### src/rtl/round_key_stage_if.sv
// Handshake bundle around the AddRoundKey stage: upstream beat (mixed/unmixed
// state plus round key) and downstream keyed-state result.
interface round_key_stage_if #(
  parameter int N  = 4,
  parameter int NR = 10
);
  localparam int RW = $clog2(NR + 1);

  logic                        in_valid;
  logic                        in_ready;
  logic [N-1:0][N-1:0][7:0]    state_mixed;
  logic [N-1:0][N-1:0][7:0]    state_unmixed;
  logic [N-1:0][N-1:0][7:0]    round_key;
  logic                        out_valid;
  logic                        out_ready;
  logic [N-1:0][N-1:0][7:0]    state_out;
  logic [RW-1:0]               out_round;
  logic                        out_last;

  modport master (
    output in_valid, state_mixed, state_unmixed, round_key, out_ready,
    input  in_ready, out_valid, state_out, out_round, out_last
  );

  modport slave (
    input  in_valid, state_mixed, state_unmixed, round_key, out_ready,
    output in_ready, out_valid, state_out, out_round, out_last
  );
endinterface

### src/rtl/round_key_stage.sv
// Registered AddRoundKey stage with a 2-entry skid buffer (output register plus
// one skid entry) and a round counter that tags each result 0..NR.
module round_key_stage #(
  parameter int N  = 4,
  parameter int NR = 10
) (
  input  logic              clk,
  input  logic              rst_n,
  input  logic              flush,
  round_key_stage_if.slave  bus
);
  localparam int RW = $clog2(NR + 1);
  typedef logic [N-1:0][N-1:0][7:0] state_t;

  state_t        out_data, skid_data, beat_data;
  logic [RW-1:0] round_cnt, out_round_q, skid_round;
  logic          out_valid_q, out_last_q, skid_valid, skid_last, in_ready_q;
  logic          accept, drain, out_load, skid_load, skid_valid_next, beat_last;

  always_comb begin
    beat_last       = (round_cnt == RW'(NR));
    beat_data       = state_t'(((round_cnt == '0) || beat_last) ? bus.state_unmixed
                                                                : bus.state_mixed)
                      ^ bus.round_key;
    accept          = bus.in_valid & in_ready_q & ~flush;
    drain           = out_valid_q & bus.out_ready;
    out_load        = ~out_valid_q | drain;
    // A new beat lands in skid unless it can go straight to the output register.
    skid_load       = accept & ~(out_load & ~skid_valid);
    skid_valid_next = out_load ? (skid_valid & accept) : (skid_valid | accept);
  end

  always_ff @(posedge clk or negedge rst_n) begin
    if (!rst_n) begin
      round_cnt   <= '0;
      out_data    <= '0;
      out_round_q <= '0;
      out_last_q  <= 1'b0;
      out_valid_q <= 1'b0;
      skid_data   <= '0;
      skid_round  <= '0;
      skid_last   <= 1'b0;
      skid_valid  <= 1'b0;
      in_ready_q  <= 1'b0;
    end else if (flush) begin
      round_cnt   <= '0;
      out_valid_q <= 1'b0;
      skid_valid  <= 1'b0;
      in_ready_q  <= 1'b1;
    end else begin
      if (accept)
        round_cnt <= beat_last ? '0 : round_cnt + RW'(1);

      if (out_load) begin
        if (skid_valid) begin
          out_data    <= skid_data;
          out_round_q <= skid_round;
          out_last_q  <= skid_last;
          out_valid_q <= 1'b1;
        end else if (accept) begin
          out_data    <= beat_data;
          out_round_q <= round_cnt;
          out_last_q  <= beat_last;
          out_valid_q <= 1'b1;
        end else begin
          out_valid_q <= 1'b0;
        end
      end

      if (skid_load) begin
        skid_data  <= beat_data;
        skid_round <= round_cnt;
        skid_last  <= beat_last;
      end

      skid_valid <= skid_valid_next;
      in_ready_q <= ~skid_valid_next;
    end
  end

  assign bus.in_ready  = in_ready_q;
  assign bus.out_valid = out_valid_q;
  assign bus.state_out = out_data;
  assign bus.out_round = out_round_q;
  assign bus.out_last  = out_last_q;
endmodule

### src/flat_wrapper.sv
// flat-port wrapper written by rule: the top's interface ports become plain ports
module round_key_stage_flat 
#(
  parameter int N  = 4,
  parameter int NR = 10
)
  (clk, rst_n, flush, bus_in_valid, bus_state_mixed, bus_state_unmixed, bus_round_key, bus_out_ready, bus_in_ready, bus_out_valid, bus_state_out, bus_out_round, bus_out_last);
  round_key_stage_if #(.N(N), .NR(NR)) bus_i ();
  input  logic clk;
  input  logic rst_n;
  input  logic flush;
  input wire logic [$bits(bus_i.in_valid)-1:0] bus_in_valid;
  input wire logic [$bits(bus_i.state_mixed)-1:0] bus_state_mixed;
  input wire logic [$bits(bus_i.state_unmixed)-1:0] bus_state_unmixed;
  input wire logic [$bits(bus_i.round_key)-1:0] bus_round_key;
  input wire logic [$bits(bus_i.out_ready)-1:0] bus_out_ready;
  output wire logic [$bits(bus_i.in_ready)-1:0] bus_in_ready;
  output wire logic [$bits(bus_i.out_valid)-1:0] bus_out_valid;
  output wire logic [$bits(bus_i.state_out)-1:0] bus_state_out;
  output wire logic [$bits(bus_i.out_round)-1:0] bus_out_round;
  output wire logic [$bits(bus_i.out_last)-1:0] bus_out_last;
  assign bus_i.in_valid = bus_in_valid;
  assign bus_i.state_mixed = bus_state_mixed;
  assign bus_i.state_unmixed = bus_state_unmixed;
  assign bus_i.round_key = bus_round_key;
  assign bus_i.out_ready = bus_out_ready;
  assign bus_in_ready = bus_i.in_ready;
  assign bus_out_valid = bus_i.out_valid;
  assign bus_state_out = bus_i.state_out;
  assign bus_out_round = bus_i.out_round;
  assign bus_out_last = bus_i.out_last;
  round_key_stage #(.N(N), .NR(NR)) u_core (.clk(clk), .rst_n(rst_n), .flush(flush), .bus(bus_i));
endmodule
### config.mk
export PLATFORM = sky130hd
export DESIGN_NAME = round_key_stage_flat
export DESIGN_NICKNAME = d
export VERILOG_FILES = /design/src/rtl/round_key_stage_if.sv /design/src/rtl/round_key_stage.sv /design/src/flat_wrapper.sv
export SDC_FILE = /design/constraint.sdc
export NUM_CORES = 1
export LEC_CHECK = 0
export CORE_AREA = 2 2 206 208
export DETAILED_ROUTE_END_ITERATION = 6
export DIE_AREA = 0 0 208 210
export PLACE_DENSITY = 0.72
export SLEW_MARGIN = 20
export SYNTH_ARGS = -nofsm -noshare
export SYNTH_HDL_FRONTEND = slang
export SYNTH_SLANG_ARGS = --single-unit
### constraint.sdc
create_clock -name clk -period 1.8 [get_ports clk]
set_input_delay 0.36 -clock clk [delete_from_list [all_inputs] [get_ports clk]]
set_output_delay 0.36 -clock clk [all_outputs]
set_load 0.01 [all_outputs]
Word level (Yosys, flattened, before mapping). Index checks and enable logic that the tools add are counted.

Add/subtract/negate cells: 1. Equality and inequality tests: 1. Multiplexer cells: 17. Bitwise operators: 14. Reduce and logical (&&, ||, !) cells: 7.

Operators with widths (count): $mux W128 (3); $xor A128 B128 Y128 (1); $mux W4 (5); $mux W1 (9); $and A1 B1 Y1 (6); $reduce_bool A2 Y1 (3); $not A1 Y1 (5); $add A4 B1 Y4 const B (1); $eq A4 B4 Y1 const B (1); $logic_not A4 Y1 (1); $reduce_and A3 Y1 (1); $or A1 B1 Y1 (2); $reduce_and A2 Y1 (1); $logic_or A1 B1 Y1 (1).

Register bits: 273. Bits of input ports: 389. Output and inout bits: 135. Word-level logic and storage cells: 80.

Logic depth before layout (Yosys ltp). Gate-level depths: netlist of run 1.

Depth after elaboration: 6. Depth in mapped cells: 8. Depth with buffers taken out: 6.

Least setup slack after synthesis of run 1. OpenSTA, ideal clock, no wires.

Kind: register to register. Start point: reg u_core.round_cnt[0]. End point: reg u_core.skid_data[36] (netlist bit). Setup time: 0.135 ns. Arrival: 1.525 ns. Data required time: 1.665 ns. Slack: 0.140 ns. Stages on the path, launching flop included: 9. Buffers on the path: 2. Clock period less this slack: 1.660 ns. Cell sequence: dfrtp_1 inv_1 ha_1 mux2i_2 buf_4 clkbuf_1 o21ai_0 o21ai_1 o21ai_0.

Longest elaborated chain between the ends: 4. Elaborated cells on any way between the ends: 5. Classes of those cells: eq/ne (1); mux (1); bitwise (1); reduce/logical (2).

RTL lines: start, declared (line round_key_stage.sv:16) `logic [RW-1:0] round_cnt, out_round_q, skid_round;`; start signal, assigned (line round_key_stage.sv:52) `round_cnt <= beat_last ? '0 : round_cnt + RW'(1);`; $eq A4 B4 Y1 or $logic_not A4 Y1 (tied branches) (line round_key_stage.sv:21, round_key_stage.sv:22); $logic_or A1 B1 Y1 (*) (line round_key_stage.sv:22) `beat_data = state_t'(((round_cnt == '0) || beat_last) ? bus.state_unmixed`; $mux W128 (*) (line round_key_stage.sv:22); $xor A128 B128 Y128 (*) (line round_key_stage.sv:24) `^ bus.round_key;`; end signal, assigned (line round_key_stage.sv:71) `skid_data <= beat_data;`; end, declared (line round_key_stage.sv:15) `state_t out_data, skid_data, beat_data;`.

Every way passes the cells marked *; elsewhere a longest branch is shown, timed or not. A chain may end at the register's enable or synchronous reset.

Final worst setup path of run 1.
Start point: reg u_core.round_cnt[0]. End point: reg u_core.out_data, in the netlist u_core.bus.state_out[126].

Longest elaborated chain between the ends: 6. Elaborated cells on any way between the ends: 7. Classes of those cells: eq/ne (1); mux (3); bitwise (1); reduce/logical (2).

RTL lines: $eq A4 B4 Y1 or $logic_not A4 Y1 (tied branches) (line round_key_stage.sv:21, round_key_stage.sv:22); $logic_or A1 B1 Y1 (*) (line round_key_stage.sv:22); $mux W128 (*) (line round_key_stage.sv:22); $xor A128 B128 Y128 (*) (line round_key_stage.sv:24); $mux W128 (*) (line round_key_stage.sv:60) `end else if (accept) begin`; $mux W128 (*) (line round_key_stage.sv:55) `if (skid_valid) begin`; end signal, assigned (line round_key_stage.sv:56) `out_data <= skid_data;`; end signal, assigned (line round_key_stage.sv:61) `out_data <= beat_data;`; end, declared (line round_key_stage.sv:15).

Every way passes the cells marked *; elsewhere a longest branch is shown, timed or not. The select of a mux whose other input is x is not followed.

==> metrics.cfg, run 1 <==
[run_status]
status = finished with violations
violations = setup timing

[cells_and_area]
post-route-util = 0.579
drive_gt1_frac = 0.153
layout_commonest_cell = clkdlybuf4s50_1
syn2layout_area_growth_pct = 56.4
fin_nets = 2561
fin_area_mm2 = 0.0240
layout_common_cells = clkdlybuf4s50_1 (387), dfrtp_1 (270), o21ai_1 (216), o21ai_0 (154), nand2_1 (136)
diodes = 0

[clocking]
htreeDepth = 1
clkTransAtPathRegs_ns = 0.06
clk_latency_ns = 0.54
root_buffer = clkbuf_16
cts_buffer_depth = 3
cts_sinks = 273
numCtsBuffers = 29
cts_tree = yes

[power_and_ir_drop]
power.static_leakage_nw = 10.1
power_frac_clock = 0.271
p_sw_mw = 7.10
power_density_mw_per_mm2 = 925
switching_share = 0.320
ir_worst_vdd_mv = 0.492
internal_power_mw = 15.1
pwr-share-seq = 0.392
comb_power_share = 0.337

[setup_path]
cp.required_ns = 2.21
worstSetupEndpointType = register
worstPathMaxFanout = 7
cp.arrival_ns = 2.30
critPathBufInv = 3
cp-start-kind = register
worstPathCellList = inv_2, ha_4, mux2i_4, or2_4, buf_12, clkbuf_16, o21ai_2, o21ai_0
cp_slowest_cell = dfrtp_1
crit_family = buffers and inverters
max_stage_delay_ns = 0.39
crit_type = reg2reg

[sta]
final_max_slew_viol_count = 0
finClkSkew_ns = 0.00952
fin_ws_ns = -0.0848
fin_setup_tns_ns = -3.88
relSlewSlack = 0.557
tightestPinTransition_ns = 0.665
hold_viol_final = 0
max_freq_mhz = 531
fin_crit_ns = 1.88
fin_crit_sh = 1.05
rsz0062_at_grt = yes
final-setup-viol-count = 116

[yosys]
synth_seq_cells = 273
synth_cells = 1604
synth_cell_type_count = 33
postSynthAreaPerCell_um2 = 9.57
syn_nets = 1996
yosysWarnings = 0
ys_seq_area_frac = 0.445
syn-cell-area_mm2 = 0.0154

[drt]
dr.first_iter.drc_count = 690
drc = 0
vias_per_cell = 5.07
vias = 13817
avgRoutedWirePerCell_um = 19.1
finalWirelength_mm = 52.0
antenna_left = 0
dr.pass1.iters = 7

[placed_design]
pre_cts_ws_ns = -0.291
hpwlAfterDp_mm = 35.3
numPortBuffers = 523
gp_congestion = 0.822
dpl-instance-area_mm2 = 0.0218

[floorplan]
chipWidth_um = 208
ios = 524
die-area_mm2 = 0.0437
core_mm2 = 0.0415
fp.dieH_um = 210
row_count = 75
start_util = 0.370

[worst_hold_path]
min_path_type = in2async

[grt]
antenna_found_initial = 1
grt_overflow = 0
grt_pass1_wl_mm = 75.5
track_usage = 0.212
grt_pass1_vias = 14002
grt_start_max_net_pins = 72

[run]
cap_violations = 0

[cell usage after synthesis]
cell        n  area share
buf_6      15       0.011
nand3_1     2     0.00065
o21ai_1   218       0.071
o21ai_0   257       0.084
o21ai_2    40       0.023
ha_1        3      0.0024
mux2i_1   132       0.086
clkbuf_2    1     0.00033
or2_4       1     0.00057
nor3_1      1     0.00033
nor2b_2     1     0.00057
a311oi_1    1     0.00057
o211ai_2    1     0.00081
mux2_2      2      0.0015
nand2_1   136       0.033
a21oi_1    10      0.0033
nor2_1     10      0.0024
buf_4       6      0.0029
xnor2_1   128       0.073
buf_1       4     0.00098
nand2b_1    1     0.00041
a211o_1     1     0.00057
and3_1      1     0.00041
dfrtp_1   273        0.44
and2_1    130       0.053
mux2i_2     1     0.00090
maj3_1      1     0.00065
xor2_1    128       0.073
clkbuf_1   63       0.015
inv_1       4     0.00098
nand3b_1    1     0.00049
buf_2      30      0.0098
nor3_4      1      0.0011
[power by group through the flow]
stage | clock network [mW] | logic (mW) | registers (mW)
2_1_floorplan | 0 | 2.77 | 8.94
3_3_place_gp | 0 | 6.73 | 8.73
3_5_place_dp | 0 | 6.90 | 8.81
4_1_cts | 6.16 | 6.63 | 8.70
5_1_grt | 6.43 | 8.14 | 8.91
6_report | 6.01 | 7.49 | 8.71
[flip-flops by register name (all words and copies together), names as in the netlist]
name                  count
u_core.skid_last          1
u_core.skid_valid         1
u_core.bus.out_last       1
u_core.bus.in_ready       1
u_core.bus.out_valid      1
u_core.skid_data        128
u_core.round_cnt          4
u_core.bus.out_round      4
u_core.bus.state_out    128
u_core.skid_round         4
[through the flow]
| step | total power, mW | hold slack, ns | instances |
|---|---|---|---|
| after detailed placement | 15.7 | 0.292 | 2654 |
| after global placement | 15.5 | 0.288 | 2654 |
| after CTS | 21.5 | 0.339 | 2708 |
| after floorplan | 11.7 | 0.0644 | 1604 |
| after global routing | 23.5 | 0.363 | 2726 |
| final | 22.2 | 0.368 | 2726 |
[layer usage]
layer,wire [um],track usage,part of all wire
met1,20800,0.258,0.40
met2,26200,0.384,0.50
met3,3300,0.0456,0.064
met4,1600,0.0477,0.031
met5,0,0,0
[cell families after synthesis]
family	after synthesis	synth area share
AOI/OAI and AO/OA	528	0.183
and+or+nand+nor	285	0.0932
DFF	273	0.445
xor gates and xnor gates	256	0.146
muxes	135	0.0884
buffers and inverters	123	0.0414
adders and majority gates	4	0.00310
[final timing paths]
check	start	to	slack (ns)	cells past startpoint
min	rst_n	u_core.skid_data[83]	0.37	2
max	u_core.round_cnt[0]	u_core.bus.state_out[126]	-0.08	8
min in group clk	u_core.skid_data[8]	u_core.skid_data[8]	0.47	2
max in group asynchronous	rst_n	u_core.skid_data[94]	0.71	4
max reg2reg	u_core.round_cnt[0]	u_core.bus.state_out[126]	-0.08	8
min reg2reg	u_core.skid_data[8]	u_core.skid_data[8]	0.47	2
[final cells by class]
cell class / instances / area (um^2)
fillers: 3504 / 17500
clock buffers: 39 / 823
flip-flops and latches: 273 / 6840
clock inverters: 10 / 129
inverters: 4 / 15.0
well taps: 539 / 674
multi-input cells: 1209 / 8790
repair buffers: 652 / 6740
[what timing repair did]
item	CTS	global route
hold endpoints to repair	27	0
resized for setup	198	242
buffers inserted	2	5
setup endpoints to repair	243	256
cloned	2	15
pin swaps	0	55
hold buffers	1	0
Power figures use the tool's default switching activity.
==> inputs of run 2 (changes only) <==
--- a/config.mk
+++ b/config.mk
@@ -5,6 +5,7 @@
 export SDC_FILE = /design/constraint.sdc
 export NUM_CORES = 1
 export LEC_CHECK = 0
+export CAP_MARGIN = 15
 export CORE_AREA = 2 2 206 208
 export DETAILED_ROUTE_END_ITERATION = 6
 export DIE_AREA = 0 0 208 210
==> results of run 2 <==
The final DEF is identical to that of run 1; final timing and power are the same.
